## src/rtl/alu_arb_if.sv

```systemverilog
// Request/response bus between requesters and the shared-ALU arbiter.
// Decode fields and operands are packed per requester: slice i of each vector
// belongs to requester i.
interface alu_arb_if #(
    parameter int NREQ = 2,
    parameter int XLEN = 32
);
    logic [NREQ-1:0]      req_valid;
    logic [NREQ-1:0]      req_ready;
    logic [NREQ*5-1:0]    req_instr_type;
    logic [NREQ*3-1:0]    req_funct3;
    logic [NREQ*7-1:0]    req_funct7;
    logic [NREQ*XLEN-1:0] req_rrs1;
    logic [NREQ*XLEN-1:0] req_rrs2;
    logic [NREQ*XLEN-1:0] req_imm;
    logic [NREQ-1:0]      rsp_valid;
    logic [NREQ-1:0]      rsp_ready;
    logic [XLEN-1:0]      rsp_res;

    // arbiter side
    modport slave (
        input  req_valid, req_instr_type, req_funct3, req_funct7,
        input  req_rrs1, req_rrs2, req_imm, rsp_ready,
        output req_ready, rsp_valid, rsp_res
    );

    // requester side
    modport master (
        output req_valid, req_instr_type, req_funct3, req_funct7,
        output req_rrs1, req_rrs2, req_imm, rsp_ready,
        input  req_ready, rsp_valid, rsp_res
    );
endinterface

```

## src/rtl/alu_arbiter.sv

```systemverilog
// Round-robin arbiter sharing one combinational ALU between NREQ requesters.
// One operation in flight: IDLE (arbitrate) -> EXEC (ALU evaluates the op
// register) -> RESP (hold result until the owner takes it).
// Optional macro ALU_ARB_BYPASS_EN: re-arbitrate in the cycle the response
// handshake completes, going RESP -> EXEC directly (one op per 2 cycles).
module alu_arbiter #(
    parameter int NREQ = 2,
    parameter int XLEN = 32
) (
    input  logic            CLK,
    input  logic            RST,
    alu_arb_if.slave        bus,
    output logic [4:0]      alu_instr_type,
    output logic [2:0]      alu_funct3,
    output logic [6:0]      alu_funct7,
    output logic [XLEN-1:0] alu_rrs1,
    output logic [XLEN-1:0] alu_rrs2,
    output logic [XLEN-1:0] alu_imm,
    input  logic [XLEN-1:0] alu_res,
    output logic            busy
);
    localparam int PW = (NREQ > 1) ? $clog2(NREQ) : 1;

    typedef enum logic [1:0] {IDLE, EXEC, RESP} state_t;

    state_t          state_q, state_d;
    logic [PW-1:0]   rr_ptr_q, rr_ptr_d;
    logic [PW-1:0]   owner_q;
    logic [PW-1:0]   win, scan_p;
    int              scan_idx;
    logic            found, rsp_fire, arb_en, accept;

    logic [4:0]      type_q, sel_type;
    logic [2:0]      f3_q, sel_f3;
    logic [6:0]      f7_q, sel_f7;
    logic [XLEN-1:0] rrs1_q, rrs2_q, imm_q, res_q;
    logic [XLEN-1:0] sel_rrs1, sel_rrs2, sel_imm;

    // first valid requester starting from rr_ptr, wrapping mod NREQ
    always_comb begin
        found    = 1'b0;
        win      = '0;
        scan_idx = 0;
        scan_p   = '0;
        for (int k = 0; k < NREQ; k++) begin
            scan_idx = (int'(rr_ptr_q) + k) % NREQ;
            scan_p   = PW'(scan_idx);
            if (!found && bus.req_valid[scan_p]) begin
                found = 1'b1;
                win   = scan_p;
            end
        end
        rr_ptr_d = PW'((int'(win) + 1) % NREQ);
    end

    // winner's payload mux
    always_comb begin
        sel_type = '0;
        sel_f3   = '0;
        sel_f7   = '0;
        sel_rrs1 = '0;
        sel_rrs2 = '0;
        sel_imm  = '0;
        for (int i = 0; i < NREQ; i++) begin
            if (win == PW'(i)) begin
                sel_type = bus.req_instr_type[5*i +: 5];
                sel_f3   = bus.req_funct3[3*i +: 3];
                sel_f7   = bus.req_funct7[7*i +: 7];
                sel_rrs1 = bus.req_rrs1[XLEN*i +: XLEN];
                sel_rrs2 = bus.req_rrs2[XLEN*i +: XLEN];
                sel_imm  = bus.req_imm[XLEN*i +: XLEN];
            end
        end
    end

    assign rsp_fire = (state_q == RESP) && bus.rsp_ready[owner_q];

`ifdef ALU_ARB_BYPASS_EN
    assign arb_en = !RST && ((state_q == IDLE) || rsp_fire);
`else
    assign arb_en = !RST && (state_q == IDLE);
`endif

    assign accept = arb_en && found;

    // next state plus one-hot ready/valid strobes
    always_comb begin
        state_d       = state_q;
        bus.req_ready = '0;
        bus.rsp_valid = '0;
        if (accept) bus.req_ready[win] = 1'b1;
        case (state_q)
            IDLE: if (accept) state_d = EXEC;
            EXEC: state_d = RESP;
            RESP: begin
                bus.rsp_valid[owner_q] = 1'b1;
                if (rsp_fire) state_d = accept ? EXEC : IDLE;
            end
            default: state_d = IDLE;
        endcase
    end

    // state, pointer, op and result registers
    always_ff @(posedge CLK) begin
        if (RST) begin
            state_q  <= IDLE;
            rr_ptr_q <= '0;
            owner_q  <= '0;
            type_q   <= '0;
            f3_q     <= '0;
            f7_q     <= '0;
            rrs1_q   <= '0;
            rrs2_q   <= '0;
            imm_q    <= '0;
            res_q    <= '0;
        end else begin
            state_q <= state_d;
            if (accept) begin
                owner_q  <= win;
                rr_ptr_q <= rr_ptr_d;
                type_q   <= sel_type;
                f3_q     <= sel_f3;
                f7_q     <= sel_f7;
                rrs1_q   <= sel_rrs1;
                rrs2_q   <= sel_rrs2;
                imm_q    <= sel_imm;
            end
            if (state_q == EXEC) res_q <= alu_res;
        end
    end

    // ALU inputs come straight from the op register so they stay stable
    assign alu_instr_type = type_q;
    assign alu_funct3     = f3_q;
    assign alu_funct7     = f7_q;
    assign alu_rrs1       = rrs1_q;
    assign alu_rrs2       = rrs2_q;
    assign alu_imm        = imm_q;
    assign bus.rsp_res    = res_q;
    assign busy           = (state_q != IDLE);
endmodule

```

## src/flat_wrapper.sv

```systemverilog
// flat-port wrapper written by rule: the top's interface ports become plain ports
module alu_arbiter_flat 
#(
    parameter int NREQ = 2,
    parameter int XLEN = 32
)
  (CLK, RST, alu_instr_type, alu_funct3, alu_funct7, alu_rrs1, alu_rrs2, alu_imm, alu_res, busy, bus_req_valid, bus_req_instr_type, bus_req_funct3, bus_req_funct7, bus_req_rrs1, bus_req_rrs2, bus_req_imm, bus_rsp_ready, bus_req_ready, bus_rsp_valid, bus_rsp_res);
  alu_arb_if #(.NREQ(NREQ), .XLEN(XLEN)) bus_i ();
  input  logic CLK;
  input  logic RST;
  output logic [4:0] alu_instr_type;
  output logic [2:0] alu_funct3;
  output logic [6:0] alu_funct7;
  output logic [XLEN-1:0] alu_rrs1;
  output logic [XLEN-1:0] alu_rrs2;
  output logic [XLEN-1:0] alu_imm;
  input  logic [XLEN-1:0] alu_res;
  output logic busy;
  input wire logic [$bits(bus_i.req_valid)-1:0] bus_req_valid;
  input wire logic [$bits(bus_i.req_instr_type)-1:0] bus_req_instr_type;
  input wire logic [$bits(bus_i.req_funct3)-1:0] bus_req_funct3;
  input wire logic [$bits(bus_i.req_funct7)-1:0] bus_req_funct7;
  input wire logic [$bits(bus_i.req_rrs1)-1:0] bus_req_rrs1;
  input wire logic [$bits(bus_i.req_rrs2)-1:0] bus_req_rrs2;
  input wire logic [$bits(bus_i.req_imm)-1:0] bus_req_imm;
  input wire logic [$bits(bus_i.rsp_ready)-1:0] bus_rsp_ready;
  output wire logic [$bits(bus_i.req_ready)-1:0] bus_req_ready;
  output wire logic [$bits(bus_i.rsp_valid)-1:0] bus_rsp_valid;
  output wire logic [$bits(bus_i.rsp_res)-1:0] bus_rsp_res;
  assign bus_i.req_valid = bus_req_valid;
  assign bus_i.req_instr_type = bus_req_instr_type;
  assign bus_i.req_funct3 = bus_req_funct3;
  assign bus_i.req_funct7 = bus_req_funct7;
  assign bus_i.req_rrs1 = bus_req_rrs1;
  assign bus_i.req_rrs2 = bus_req_rrs2;
  assign bus_i.req_imm = bus_req_imm;
  assign bus_i.rsp_ready = bus_rsp_ready;
  assign bus_req_ready = bus_i.req_ready;
  assign bus_rsp_valid = bus_i.rsp_valid;
  assign bus_rsp_res = bus_i.rsp_res;
  alu_arbiter #(.NREQ(NREQ), .XLEN(XLEN)) u_core (.CLK(CLK), .RST(RST), .bus(bus_i), .alu_instr_type(alu_instr_type), .alu_funct3(alu_funct3), .alu_funct7(alu_funct7), .alu_rrs1(alu_rrs1), .alu_rrs2(alu_rrs2), .alu_imm(alu_imm), .alu_res(alu_res), .busy(busy));
endmodule
```

## config.mk

```make
export PLATFORM = sky130hd
export DESIGN_NAME = alu_arbiter_flat
export DESIGN_NICKNAME = d
export VERILOG_FILES = /design/src/rtl/alu_arb_if.sv /design/src/rtl/alu_arbiter.sv /design/src/flat_wrapper.sv
export SDC_FILE = /design/constraint.sdc
export NUM_CORES = 1
export LEC_CHECK = 0
export CAP_MARGIN = 25
export CORE_AREA = 4 4 156 158
export DETAILED_ROUTE_END_ITERATION = 8
export DIE_AREA = 0 0 160 162
export PLACE_DENSITY = 0.63
export SLEW_MARGIN = 20
export SYNTH_ARGS = -nofsm -noshare
export SYNTH_HDL_FRONTEND = slang
export SYNTH_SLANG_ARGS = --single-unit
```

## constraint.sdc

```tcl
create_clock -name CLK -period 4.32 [get_ports CLK]
set_input_delay 0.864 -clock CLK [delete_from_list [all_inputs] [get_ports CLK]]
set_output_delay 0.864 -clock CLK [all_outputs]
set_load 0.1 [all_outputs]
```

==> impl_metrics.csv <==
group,metric,value,unit
outcome,status,"completed",
placement,hpwl,17600,um
grt,grt_max_degree,112,
power_and_ir_drop,ir_drop,196,uV
synthesis,ys_ff_latch,147,
drt,drtAntennaViolNets,0,
cts,root_buffer,"clkbuf_16",
synthesis,synth_edf_count,0,
drt,drt-total-wl,25600,um
cts,numCtsBuffers,17,
critical_path,startpoint,"u_core.state_q[1]",
power_and_ir_drop,total_power,5.22,mW
drt,route.vias.total,6596,
drt,first_iter_violations,522,
sta,post-route-period-util,0.734,
grt,grt_pass1_wl,38500,um
drt,dr.pass1.iters,5,
sta,rsz0062_at_grt,"false",
critical_path,worstPathRequired,3460,ps
critical_path,critPathKind,"flop to output pin",
placement,place_congestion,0.788,
critical_path,cp.arrival,2310,ps
critical_path,critical_path.endpoint_type,"output pin",
drt,wl_met1,10500,um
synthesis,muxShareOfSynthArea,0.00157,
synthesis,synth_simple_gate_area_share,0.268,
cells_and_area,design_area,11200,um2
cells_and_area,fin_cells,1334,
sta,clock_skew,12.1,ps
power_and_ir_drop,cellLeakagePower,4.10,nW
drt,top_layer,"met4",
cts,cts_hold_buf,0,
synthesis,synth_top_family_by_area,"simple AND/OR/NAND/NOR gates",
synthesis,yosys.area_share.adder,0,
sta,setup-violations-final,0,
sta,max_freq,316,MHz
floorplan,die_x,160,um
drt,vias_per_cell,4.94,
drt,drc,0,
floorplan,core,23100,um2
floorplan,die_height,162,um
cts,cts-resized-gates,0,
sta,fin_tns_setup,0,ps
grt,antenna_found_initial,0,
synthesis,ys_types,26,
synthesis,yosys_warnings,0,
sta,hold_viol,0,
cells_and_area,layout-drive-gt1-share,0.123,
power_and_ir_drop,power_density,464,nW/um2
cts,clk_latency,410,ps
placement,port_buffers,407,
critical_path,rrSetupSlack,2340,ps
synthesis,syn_area,6360,um2
placement,dpl.cell_count,1305,
floorplan,start_util,0.275,
cells_and_area,antenna_cells,0,
sta,whs,454,ps
synthesis,synth_xor_area_frac,0,
grt,grt.total_usage,0.186,
drt,met3_length,1990,um
cts,htreeDepth,4,
floorplan,design.die.area,25900,um2
critical_path,endpoint,"busy",
cts,clk_pin_slew,70,ps
synthesis,synth_ff_type,"dfxtp_1",
cts,cts_buffer_depth,2,
grt,grt-ovfl-total,0,
synthesis,syn_avg_cell_area,9.46,um2
critical_path,reg2reg_depth,4,
drt,route.met2.wl,12800,um
job,cap_violations,0,
grt,grt_pass1_vias,6500,
synthesis,syn-instance-count,672,
critical_path,critPathLaunchType,"flop",
floorplan,rows,56,
cells_and_area,nets,1294,
min_path,hold_class,"flop to flop",
cells_and_area,syn_to_final_growth,77.0,%
drt,wl_per_cell,19.2,um
synthesis,syn_nets,932,
cts,postCtsSetupBuffers,0,
synthesis,ys_seq_area_frac,0.463,
cts,cts_tree,"done",
placement,place_area,10600,um2
critical_path,r2r_start,"u_core.state_q[1]",
synthesis,synth_compound_area_frac,0.205,
synthesis,synth-async-reset-ratio,0,
sta,maxSlewHeadroom,0.295,
floorplan,ios,408,
critical_path,timing.rr.end,"u_core.alu_imm[9]",
sta,period_needed,3170,ps
cts,clock-sinks,147,
sta,maxSlewViolCount,0,
cells_and_area,nFillCells,2197,
sta,tightest_slew,1050,ps
critical_path,cp_max_fo,8,
critical path: stages, from the launching register on:
cell	delay (ps)
dfxtp_1	490
nor2_1	180
inv_1	80
clkdlybuf4s50_1	1140
cell usage in the layout, fill, tap and decap left out, types with 3 or more instances in the layout:
master and count:
clkbuf_16 17, clkdlybuf4s50_1 404, nor3_1 33, buf_12 7
nand2_1 176, buf_4 7, dfxtp_1 147, inv_6 3
a21oi_1 34, a221o_1 111, nor3_2 79, bufinv_16 6
layout make-up:
class                           instances  area, um2  area share
Timing Repair Buffer                  418       4240       0.377
Multi-Input combinational cell        449       3050       0.271
Sequential cell                       147       2940       0.262
Clock buffer                           17        425      0.0378
Tap cell                              290        363      0.0323
Clock inverter                         12        228      0.0202
Inverter                                1       3.75    0.000334
per-stage QoR:
| step | utilization | setup WS, ps |
|---|---|---|
| 6_report | 0.487 | 1150 |
| 4_1_cts | 0.487 | 1110 |
| 5_1_grt | 0.487 | 1020 |
| 3_5_place_dp | 0.458 | 1230 |
| 3_3_place_gp | 0.458 | 1230 |
| 2_1_floorplan | - | 833 |
worst min-delay path by stage:
stage	from	cells past startpoint	slack (ps)	endpoint
global placement	u_core.bus.rsp_res[28]	2	440	u_core.bus.rsp_res[28]
detailed placement	u_core.bus.rsp_res[0]	2	450	u_core.bus.rsp_res[0]
finish	u_core.bus.rsp_res[29]	2	450	u_core.bus.rsp_res[29]
CTS	u_core.bus.rsp_res[0]	2	450	u_core.bus.rsp_res[0]
global route	u_core.bus.rsp_res[4]	2	470	u_core.bus.rsp_res[4]
floorplan	u_core.rr_ptr_q	1	470	u_core.rr_ptr_q
per-layer routing:
metal / up-vias / track usage
met5: - / 0
met4: 0 / 0.0418
met3: 17 / 0.0589
met2: 275 / 0.322
met1: 3120 / 0.228
li1: 3184 / -
cell usage after synthesis (2+ instances only):
cell type  count  area share
buf_2         28       0.022
dfxtp_1      147        0.46
nor2b_1        2      0.0020
a221o_1      111        0.17
nand2_1      176        0.10
buf_6          9       0.016
clkbuf_1      37       0.022
nor3_2        79        0.12
nor3_1        33       0.026
a21oi_1       34       0.027
cell families (layout without fill, tap and decap cells):
| kind of cell | count (synthesis) | in the layout |
|---|---|---|
| mux | 1 | 1 |
| compound gates | 148 | 148 |
| flops | 147 | 147 |
| simple gates | 300 | 300 |
| buf+inv | 76 | 448 |
report_power, final:
group	leakage, nW	switching, mW	internal [mW]	total [mW]
logic	2.58	1.37	0.580	1.95
registers	1.21	0.0819	1.49	1.58
clock network	0.316	0.611	1.08	1.69
total	4.10	2.06	3.15	5.22
state kept, by name, summed over array words and instances (netlist names):
signal	cells
u_core.alu_rrs1	32
u_core.alu_funct3	3
u_core.alu_imm	32
u_core.rr_ptr_q	1
u_core.alu_rrs2	32
u_core.state_q	2
u_core.alu_instr_type	5
u_core.alu_funct7	7
u_core.bus.rsp_res	32
u_core.owner_q	1
No activity file was read; power rests on OpenSTA's default activity.
